--- src/rtl/frame_align_ctrl.sv ---
`default_nettype none
// +----------------------------------------------------------------------------+
// | Module   : frame_align_ctrl                                                |
// | Purpose  : Bitslip sequencer that aligns the ADC frame-clock ISERDES word  |
// |            to TARGET, confirms lock and monitors it for loss.              |
// | Revision : 1.0  initial release                                            |
// +----------------------------------------------------------------------------+
module frame_align_ctrl #(
  parameter int         SETTLE_CYCLES = 4,
  parameter int         CONFIRM_COUNT = 16,
  parameter int         MAX_ATTEMPTS  = 16,
  parameter int         LOSS_COUNT    = 4,
  parameter logic [7:0] TARGET        = 8'b0000_1111
) (
  input  logic       clk_div,
  input  logic       reset,
  input  logic       start,
  input  logic [7:0] frame_data,
  output logic       bitslip,
  output logic       busy,
  output logic       aligned,
  output logic       error,
  output logic [2:0] slip_total
);

  localparam int c_SET_W  = $clog2(SETTLE_CYCLES + 1);
  localparam int c_CONF_W = $clog2(CONFIRM_COUNT + 1);
  localparam int c_ATT_W  = $clog2(MAX_ATTEMPTS + 1);
  localparam int c_LOSS_W = $clog2(LOSS_COUNT + 1);

  localparam logic [c_SET_W-1:0]  c_SET_LAST  = c_SET_W'(SETTLE_CYCLES - 1);
  localparam logic [c_CONF_W-1:0] c_CONF_LAST = c_CONF_W'(CONFIRM_COUNT - 1);
  localparam logic [c_ATT_W-1:0]  c_ATT_MAX   = c_ATT_W'(MAX_ATTEMPTS);
  localparam logic [c_LOSS_W-1:0] c_LOSS_LAST = c_LOSS_W'(LOSS_COUNT - 1);

  localparam logic [c_SET_W-1:0]  c_SET_ONE  = c_SET_W'(1);
  localparam logic [c_CONF_W-1:0] c_CONF_ONE = c_CONF_W'(1);
  localparam logic [c_ATT_W-1:0]  c_ATT_ONE  = c_ATT_W'(1);
  localparam logic [c_LOSS_W-1:0] c_LOSS_ONE = c_LOSS_W'(1);

  typedef enum logic [2:0] {
    ST_IDLE    = 3'd0,
    ST_SETTLE  = 3'd1,
    ST_CHECK   = 3'd2,
    ST_SLIP    = 3'd3,
    ST_CONFIRM = 3'd4,
    ST_LOCKED  = 3'd5,
    ST_FAIL    = 3'd6
  } state_t;

  state_t                r_state;
  logic [7:0]            r_frame_q;
  logic [c_SET_W-1:0]    r_settle_cnt;
  logic [c_CONF_W-1:0]   r_conf_cnt;
  logic [c_ATT_W-1:0]    r_attempts;
  logic [c_LOSS_W-1:0]   r_loss_cnt;
  logic                  w_match;

  always_ff @(posedge clk_div or posedge reset) begin
    if (reset) begin
      r_frame_q <= 8'h00;
    end else begin
      r_frame_q <= frame_data;
    end
  end

  assign w_match = (r_frame_q == TARGET);

  // Outputs are updated on the same edge as the state they decode, so each
  // transition below also sets the flags that belong to its destination.
  always_ff @(posedge clk_div or posedge reset) begin
    if (reset) begin
      r_state      <= ST_IDLE;
      r_settle_cnt <= '0;
      r_conf_cnt   <= '0;
      r_attempts   <= '0;
      r_loss_cnt   <= '0;
      bitslip      <= 1'b0;
      busy         <= 1'b0;
      aligned      <= 1'b0;
      error        <= 1'b0;
      slip_total   <= 3'd0;
    end else begin
      bitslip <= 1'b0;
      case (r_state)
        ST_IDLE, ST_FAIL: begin
          if (start) begin
            r_state      <= ST_SETTLE;
            r_settle_cnt <= '0;
            r_attempts   <= '0;
            slip_total   <= 3'd0;
            busy         <= 1'b1;
            error        <= 1'b0;
          end
        end

        ST_SETTLE: begin
          if (r_settle_cnt == c_SET_LAST) begin
            r_state <= ST_CHECK;
          end else begin
            r_settle_cnt <= r_settle_cnt + c_SET_ONE;
          end
        end

        ST_CHECK: begin
          if (w_match) begin
            r_state    <= ST_CONFIRM;
            r_conf_cnt <= '0;
          end else if (r_attempts == c_ATT_MAX) begin
            r_state <= ST_FAIL;
            busy    <= 1'b0;
            error   <= 1'b1;
          end else begin
            r_state <= ST_SLIP;
            bitslip <= 1'b1;
          end
        end

        ST_SLIP: begin
          r_state      <= ST_SETTLE;
          r_settle_cnt <= '0;
          r_attempts   <= r_attempts + c_ATT_ONE;
          slip_total   <= slip_total + 3'd1;
        end

        ST_CONFIRM: begin
          if (w_match) begin
            if (r_conf_cnt == c_CONF_LAST) begin
              r_state    <= ST_LOCKED;
              r_loss_cnt <= '0;
              busy       <= 1'b0;
              aligned    <= 1'b1;
            end else begin
              r_conf_cnt <= r_conf_cnt + c_CONF_ONE;
            end
          end else if (r_attempts == c_ATT_MAX) begin
            r_state <= ST_FAIL;
            busy    <= 1'b0;
            error   <= 1'b1;
          end else begin
            // Glitch during confirm: retry without slipping the word.
            r_state      <= ST_SETTLE;
            r_settle_cnt <= '0;
            r_attempts   <= r_attempts + c_ATT_ONE;
          end
        end

        ST_LOCKED: begin
          if (start) begin
            r_state      <= ST_SETTLE;
            r_settle_cnt <= '0;
            r_attempts   <= '0;
            slip_total   <= 3'd0;
            busy         <= 1'b1;
            aligned      <= 1'b0;
          end else if (w_match) begin
            r_loss_cnt <= '0;
          end else if (r_loss_cnt == c_LOSS_LAST) begin
            r_state      <= ST_SETTLE;
            r_settle_cnt <= '0;
            r_attempts   <= '0;
            r_loss_cnt   <= '0;
            busy         <= 1'b1;
            aligned      <= 1'b0;
          end else begin
            r_loss_cnt <= r_loss_cnt + c_LOSS_ONE;
          end
        end

        default: begin
          r_state <= ST_IDLE;
          busy    <= 1'b0;
          aligned <= 1'b0;
          error   <= 1'b0;
        end
      endcase
    end
  end

endmodule
`default_nettype wire

--- config.mk ---
export PLATFORM = sky130hd
export DESIGN_NAME = frame_align_ctrl
export DESIGN_NICKNAME = d
export VERILOG_FILES = /design/src/rtl/frame_align_ctrl.sv
export SDC_FILE = /design/constraint.sdc
export NUM_CORES = 1
export LEC_CHECK = 0
export CAP_MARGIN = 30
export CORE_ASPECT_RATIO = 1.4
export CORE_MARGIN = 5
export CORE_UTILIZATION = 35
export CTS_CLUSTER_SIZE = 24
export DETAILED_ROUTE_END_ITERATION = 12
export HOLD_SLACK_MARGIN = 0.05
export PLACE_DENSITY_LB_ADDON = 0.1
export REMOVE_ABC_BUFFERS = 1
export SLEW_MARGIN = 20
export SYNTH_ARGS = -nofsm -noshare
export SYNTH_HDL_FRONTEND = slang
export SYNTH_SLANG_ARGS = --single-unit
export TNS_END_PERCENT = 50
--- constraint.sdc ---
create_clock -name clk_div -period 2.1 [get_ports clk_div]
set_input_delay 0.315 -clock clk_div [delete_from_list [all_inputs] [get_ports clk_div]]
set_output_delay 0.315 -clock clk_div [all_outputs]
set_load 0.01 [all_outputs]
==> results.md <==
- The flow ran to the end, and the final reports show no timing, DRC or antenna violations.
- The cell row count is 31.
- The number of buffers added by the clock tree synthesis step is 5.
- The number of max-capacitance violations reported is 0.
- The share of the Yosys chip area taken by registers is a little under half.
- A synthesized cell averages ~9.8 um2.
- The number of global-route vias before repair is around 1600.
- The number of setup buffers added after CTS is 0.
- After synthesis the netlist holds a flip-flop and latch count of 34.
- In the final routed layout, each cell accounts on average for roughly 15 um.
- STA classifies the critical path startpoint as a flip-flop.
- After synthesis, the share of flip-flops with an asynchronous set or reset is 100.0%.
- VDD sags by at most 0.5942 mV.
- The count of final hold-check violations is 0.
- For this block, the initial DRC count from the detailed router was 48.
- Port buffering added 17 buffers.
- The max-slew violation count was 0.
- Counting both buffers and inverters, the worst setup path holds a total of 0.
- The synthesized design contains 0 enable-type register cells.
- For this design the static power due to leakage is roughly 0.0010 uW.
- In this run, post-CTS hold repair placed 0 buffers.
- The cell family contributing the most delay on the critical path is simple AND/OR/NAND/NOR gates.
- The data required time at the worst endpoint is approximately 2.3 ns.
- Dividing the detail-routed via count by the number of cells gives 5.584.
- In this run the power density over the cells is ~1000 mW/mm2.
- For this run, the post-layout net count is ~250.
- The clock insertion delay at the later pin of the skew report is 0.28 ns.
- For this run, the total global-route usage over all layers was measured as between 10% and 20%.
- Adding up every negative setup slack in the final design gives 0 ns.
- The shortest clock period the worst path allows after layout is slightly below 2 ns.
- The depth of the critical timing path with buffers and inverters included is 7.
- The arrival time at the worst endpoint is approximately 2.1 ns.
- The weighted congestion reported at the end of routability-driven placement is 0.8719.
- In this design, the critical path's most frequently occurring cell is sky130_fd_sc_hd__ha_1.
- Summed over all layers, the routed wires come to approximately 4500 um.
- For this run, the detailed router's first-pass iteration total came to 4.
- The slew at the pin closest to its max-slew limit is roughly 0.49 ns.
- The share of the clock period used by the worst path after layout is ~93%.
- Of all nets on the critical path, the largest fanout is 5.
- The post-route antenna net violation count is 0.
- STA classifies the critical path endpoint as a flip-flop.
- The number of diodes added for antenna fixing is 0.
- The area of the die is 0.006952 mm2.
- The die extent in y is 96.68 um.
- The first-pass GRT wire length is roughly 7700 um.
- The worst hold slack across all endpoints is 0.4182 ns.
- Once the floorplan was initialized, standard cells occupied a little over a third of the core.
- The buffer levels on the longest clock path is 2.
- The number of warnings printed during yosys synthesis is 0.
- The clock transition at the registers of the reported paths is 0.07 ns.
- The initial antenna violation count was 0.
- In this design, the stage delay of the slowest critical-path cell is 0.41 ns.
- The routed via count is roughly 1600.
- Measured in cells, the most critical reg-to-reg path has a length of 7.
- The number of sinks driven by the clock tree is 34.
- The total overflow left after global routing is 0.
- The number of H-tree levels is 2.
- The area growth from synthesis to final layout is 23.65%.
- The fraction of final layout cells sized beyond drive strength 1 is between 10% and 20%.
- The maximum number of pins on one net before global-route repair is 35.
- The region available for standard cell placement spans about 0.0052 mm2.
- The most used flip-flop cell after synthesis is sky130_fd_sc_hd__dfrtp_1.
- The critical path in this run is classified as flip-flop to flip-flop.
- The CTS root buffer is sky130_fd_sc_hd__clkbuf_8.
- The signal on the critical path passes through ha_1 -> and3_1 -> ha_1 -> nor3_2 -> and4_1 -> o21ai_0 -> a32o_1.
- The instance count of the mapped netlist is ~190.
- The relative slew slack is 67.30%.
- In the routed design, unresolved DRC markers number 0.
- The clock tree from TritonCTS is built.
- The min-delay analysis places its worst path in the category input pin to asynchronous set/reset pin.
- The slowest stage of the critical path belongs to the cell sky130_fd_sc_hd__dfrtp_1.
- Setup repair after global routing left no endpoint under its margin.
- The count of different cell masters after synthesis is 51.
- The synthesized netlist occupies a cell area of roughly 0.0019 mm2.
- Based on the critical path, the design can be clocked at up to between 500 and 600 MHz.
- Setup violations remaining at the end of the flow were counted as 0.
- The half-perimeter wire length after placement is ~3400 um.
- From left edge to right edge, the die measures slightly above 70 um.
- The largest clock skew in the final design is around 0.0055 ns.
- The boundary pin count is 18.
[worst min-delay path, cell delays in order]
cell	delay [ns]
sky130_fd_sc_hd__clkdlybuf4s50_1	0.39
sky130_fd_sc_hd__inv_1	0.05
sky130_fd_sc_hd__buf_4	0.38
[cell usage in the layout, fill, tap and decap left out, types with 2 or more instances in the layout]
cell and count:
sky130_fd_sc_hd__nand2b_1 2, sky130_fd_sc_hd__nor2_1 13, sky130_fd_sc_hd__a32o_1 3, sky130_fd_sc_hd__nand3b_1 2, sky130_fd_sc_hd__a31oi_1 9, sky130_fd_sc_hd__nor2b_1 2, sky130_fd_sc_hd__nand3_1 4, sky130_fd_sc_hd__nand4_1 3
sky130_fd_sc_hd__o21ai_0 11, sky130_fd_sc_hd__dfrtp_1 34, sky130_fd_sc_hd__a22o_1 2, sky130_fd_sc_hd__ha_1 8, sky130_fd_sc_hd__and3_1 3, sky130_fd_sc_hd__buf_4 18, sky130_fd_sc_hd__o2bb2ai_1 3, sky130_fd_sc_hd__a22oi_1 2
sky130_fd_sc_hd__clkdlybuf4s50_1 17, sky130_fd_sc_hd__a21oi_1 14, sky130_fd_sc_hd__a21o_1 2, sky130_fd_sc_hd__nand2_1 16, sky130_fd_sc_hd__a211oi_1 2, sky130_fd_sc_hd__a41oi_1 2, sky130_fd_sc_hd__nor3_1 11, sky130_fd_sc_hd__inv_1 10
sky130_fd_sc_hd__clkbuf_8 6
[final cells by class]
type	count	area (um2)
fill	541	2875
inverter	10	37.54
tap	66	82.58
clock inverter	2	12.51
timing repair buffer	35	305.3
sequential	34	850.8
multi-input combinational	140	950.9
clock buffer	6	82.58
[power by group]
group	total [uW]	switching, uW	internal, uW	leakage [uW]
clock network	501	238	263	0.0000472
registers	915	137	779	0.000436
logic	923	480	443	0.000539
total	2340	854	1490	0.00102
[per-stage QoR]
| step | worst slack [ns] | std cells | area (um2) | power [uW] | util [%] |
|---|---|---|---|---|---|
| finish | 0.1447 | 293 | 2322 | 2339 | 44.68 |
| global placement | 0.1255 | 285 | 2222 | 1829 | 42.75 |
| floorplan | 0.1387 | 184 | 1834 | 1489 | - |
| global route | 0.03599 | 293 | 2322 | 2520 | 44.68 |
| CTS | 0.06521 | 293 | 2317 | 2370 | 44.58 |
| detailed placement | 0.06959 | 285 | 2222 | 1857 | 42.75 |
[Yosys cell counts, drive strengths merged (3+ instances only)]
master,instances,share of area (%)
nand4,3,1.0
o2bb2ai,3,1.4
nor2,14,3.7
a21o,3,1.3
o21ai,12,3.4
and3,3,1.0
nand2,16,3.2
inv,10,2.0
a21oi,14,3.7
dfrtp,34,45
a32o,3,1.6
a31oi,9,3.0
ha,8,5.3
nand3,5,1.6
nor3,12,3.2
buf,5,1.9
[cells by family after synthesis]
group,count (synthesis),synth area share [%]
muxes,2,1.133
adders and majority gates,8,5.330
buffers and inverters,17,4.331
DFF,34,45.30
and+or+nand+nor,69,20.72
AOI/OAI and AO/OA,61,23.19
[routing by layer]
| layer | vias up | share of wire [%] | track usage, % |
|---|---|---|---|
| met4 | 0 | 2.5 | 5.789 |
| met1 | 804 | 41 | 15.69 |
| li1 | 785 | - | - |
| met2 | 37 | 53 | 23.94 |
| met5 | - | 0 | 0 |
| met3 | 10 | 4.0 | 3.423 |
[path summary, 6_finish.rpt]
path | slack, ns | from | endpoint
max | 0.14 | r_conf_cnt[0] | r_conf_cnt[3]
min | 0.42 | reset | r_settle_cnt[1]
max reg2reg | 0.14 | r_conf_cnt[0] | r_conf_cnt[3]
min reg2reg | 0.48 | r_conf_cnt[4] | r_conf_cnt[4]
max in group asynchronous | 1.38 | reset | slip_total[0]
min in group clk_div | 0.46 | frame_data[4] | r_frame_q[4]
[state kept, by name (all words and copies together) (netlist names)]
register	flops
aligned	1
bitslip	1
busy	1
error	1
r_attempts	5
r_conf_cnt	5
r_frame_q	8
r_loss_cnt	3
r_settle_cnt	3
r_state	3
slip_total	3
[repair_timing]
item	in CTS	in global routing
resized for setup	0	1
setup endpoints to repair	0	2
endpoints found under the hold margin	0	0
(Power assumes the default switching activity.)
==> edit, RTL diff (same flow settings) <==
Register the inputs `start` and `frame_data` before use. The logic sees them one clock later.
--- a/src/rtl/frame_align_ctrl.sv
+++ b/src/rtl/frame_align_ctrl.sv
@@ -49,4 +49,12 @@
   } state_t;
 
+  logic start_q;
+  logic [7:0] frame_data_q;
+
+  always_ff @(posedge clk_div) begin
+    start_q      <= start;
+    frame_data_q <= frame_data;
+  end
+
   state_t                r_state;
   logic [7:0]            r_frame_q;
@@ -61,5 +69,5 @@
       r_frame_q <= 8'h00;
     end else begin
-      r_frame_q <= frame_data;
+      r_frame_q <= frame_data_q;
     end
   end
@@ -85,5 +93,5 @@
       case (r_state)
         ST_IDLE, ST_FAIL: begin
-          if (start) begin
+          if (start_q) begin
             r_state      <= ST_SETTLE;
             r_settle_cnt <= '0;
@@ -147,5 +155,5 @@
 
         ST_LOCKED: begin
-          if (start) begin
+          if (start_q) begin
             r_state      <= ST_SETTLE;
             r_settle_cnt <= '0;
Formal check against the unedited RTL: not equivalent (Yosys sat finds a counterexample within 4 cycles, from zero or initial values and one cycle with reset high).
==> edit against the unedited design <==
Sequential cell count up 9; utilization decreased by 2.4 points; area after synthesis is 12% higher; wire length is 2.3% higher; setup slack worse by 0.070 ns; sequential power up 21%; design area rose by 6.8%; maximum frequency down 3.5%; power rose by 13%; highest routed layer unchanged.
==> edit: results (changes against the unedited design) <==
* Final Hold Viols at 0 (unchanged)
* Clk_skew at 0.01002 ns (+0.004553 ns)
* Max Fanout on Critical Path at 4 (-1)
* Fin Setup TNS at 0 ns (unchanged)
* Routed WL at 4.582 mm (+2.3%)
* Total track usage at 12.95% (-0.83 points)
* GPL Wtd Cong at 0.8752 (+0.38%)
* Diodes inserted at 0 (unchanged)
* Routed WL per cell at 15.02 um (-1.7%)
* Area growth syn-to-layout at 18.46%
* Internal power at 1.678 mW (+13%)
* Part of the power in combinational logic at 36.6% (-2.8 points)
* Largest registers: frame_data_q x8, r_frame_q x8
* Outcome: finished clean
* Fraction of layout cells with a size suffix above 1 at 13.19% (-4.9 points)
* Reg clk slew, reported paths at 0.10 ns (+0.03 ns)
* Register area share after synthesis at 49.22% (+3.9 points)
* Top cells by count, synth: dfrtp_1, nand2_1, o21ai_0, a21oi_1, nor2_1
* GR Layer Usage met2 at 21.76% (-2.2 points)
* Clk buf depth at 2 (unchanged)
* Met2 wire length at 2.336 mm (-1.4%)
* First-pass GRT wire length at 7.665 mm (+0.17%)
* FILL cells at 584 (+7.9%)
* Peak supply drop at 0.0004316 V (-27%)
* Yosys cell types at 52 (+2.0%)
* Synth Flop Type: dfrtp_1
* Synth area leaders: dfrtp_1, dfxtp_1, ha_1
* Hpwl dp at 3.353 mm (-1.9%)
* Worst Slack Setup Final at 0.07478 ns (-0.06990 ns)
* Setup Slack @ Placement at -0.0005487 ns (-0.07013 ns)
* Final Max Slew Viols at 0 (unchanged)
* Worst-Skew Late Latency at 0.30 ns (+0.02 ns)
* Detailed router's first-iteration violation count at 105 (+120%)
* Async S/R FF share, synth at 79.07% (-21 points)
* Worst-margin pin slew at 0.4375 ns (-0.05303 ns)
* Met1 GRT Util at 15.44% (-0.25 points)
* Vias at 1658 (+1.3%)
* Critical path arrival at 2.22 ns (+0.09 ns)
* Cells after synthesis at 205 (+7.3%)
* Hold path cells at 0
* Inst Count DP at 295 (+3.5%)
* Nets at 253 (+3.3%)
* Leakage power at 1.061 nW (+3.8%)
* Met3 Wirelength at 243 um (+37%)
* Worst path slowest cell: dfrtp_1
* DP Area at 2369 um2 (+6.6%)
* Grt met3 use at 3.277% (-0.15 points)
* Total power at 2.651 mW (+13%)
* Hold WC Path Type: reg -> reg
* CP startpoint: r_conf_cnt[0]
* Hold_ws at 0.3276 ns (-0.09064 ns)
* WL met1 at 1.887 mm (+3.7%)
## edit: what timing repair did
| action | in CTS | in global routing |
|---|---|---|
| hold buffers | 0 | 0 |
| pin swaps | 1 | 2 |
| setup endpoints to repair | 1 | 5 |
| setup buffers | 1 | 1 |
| resized for setup | 1 | 1 |
## edit: kinds of logic (layout without fill, tap and decap cells)
family | after synthesis | count (layout) | share of synthesized area, %
adder cells (fa/ha/maj) | 8 | 8 | 4.779
XOR/XNOR | 1 | 1 | 0.4182
flip-flops | 43 | 43 | 49.22
AO/OA/AOI/OAI | 58 | 58 | 17.68
multiplexers | 5 | 5 | 2.628
AND/OR/NAND/NOR | 72 | 72 | 19.95
buffers and inverters | 18 | 48 | 5.316
## edit: cell type report
type / count / area share (%)
timing repair buffer: 32 / 11.40
sequential: 43 / 41.55
multi-input combinational: 144 / 38.48
clock buffer: 5 / 2.774
tap: 70 / 3.530
clock inverter: 3 / 1.059
inverter: 8 / 1.210
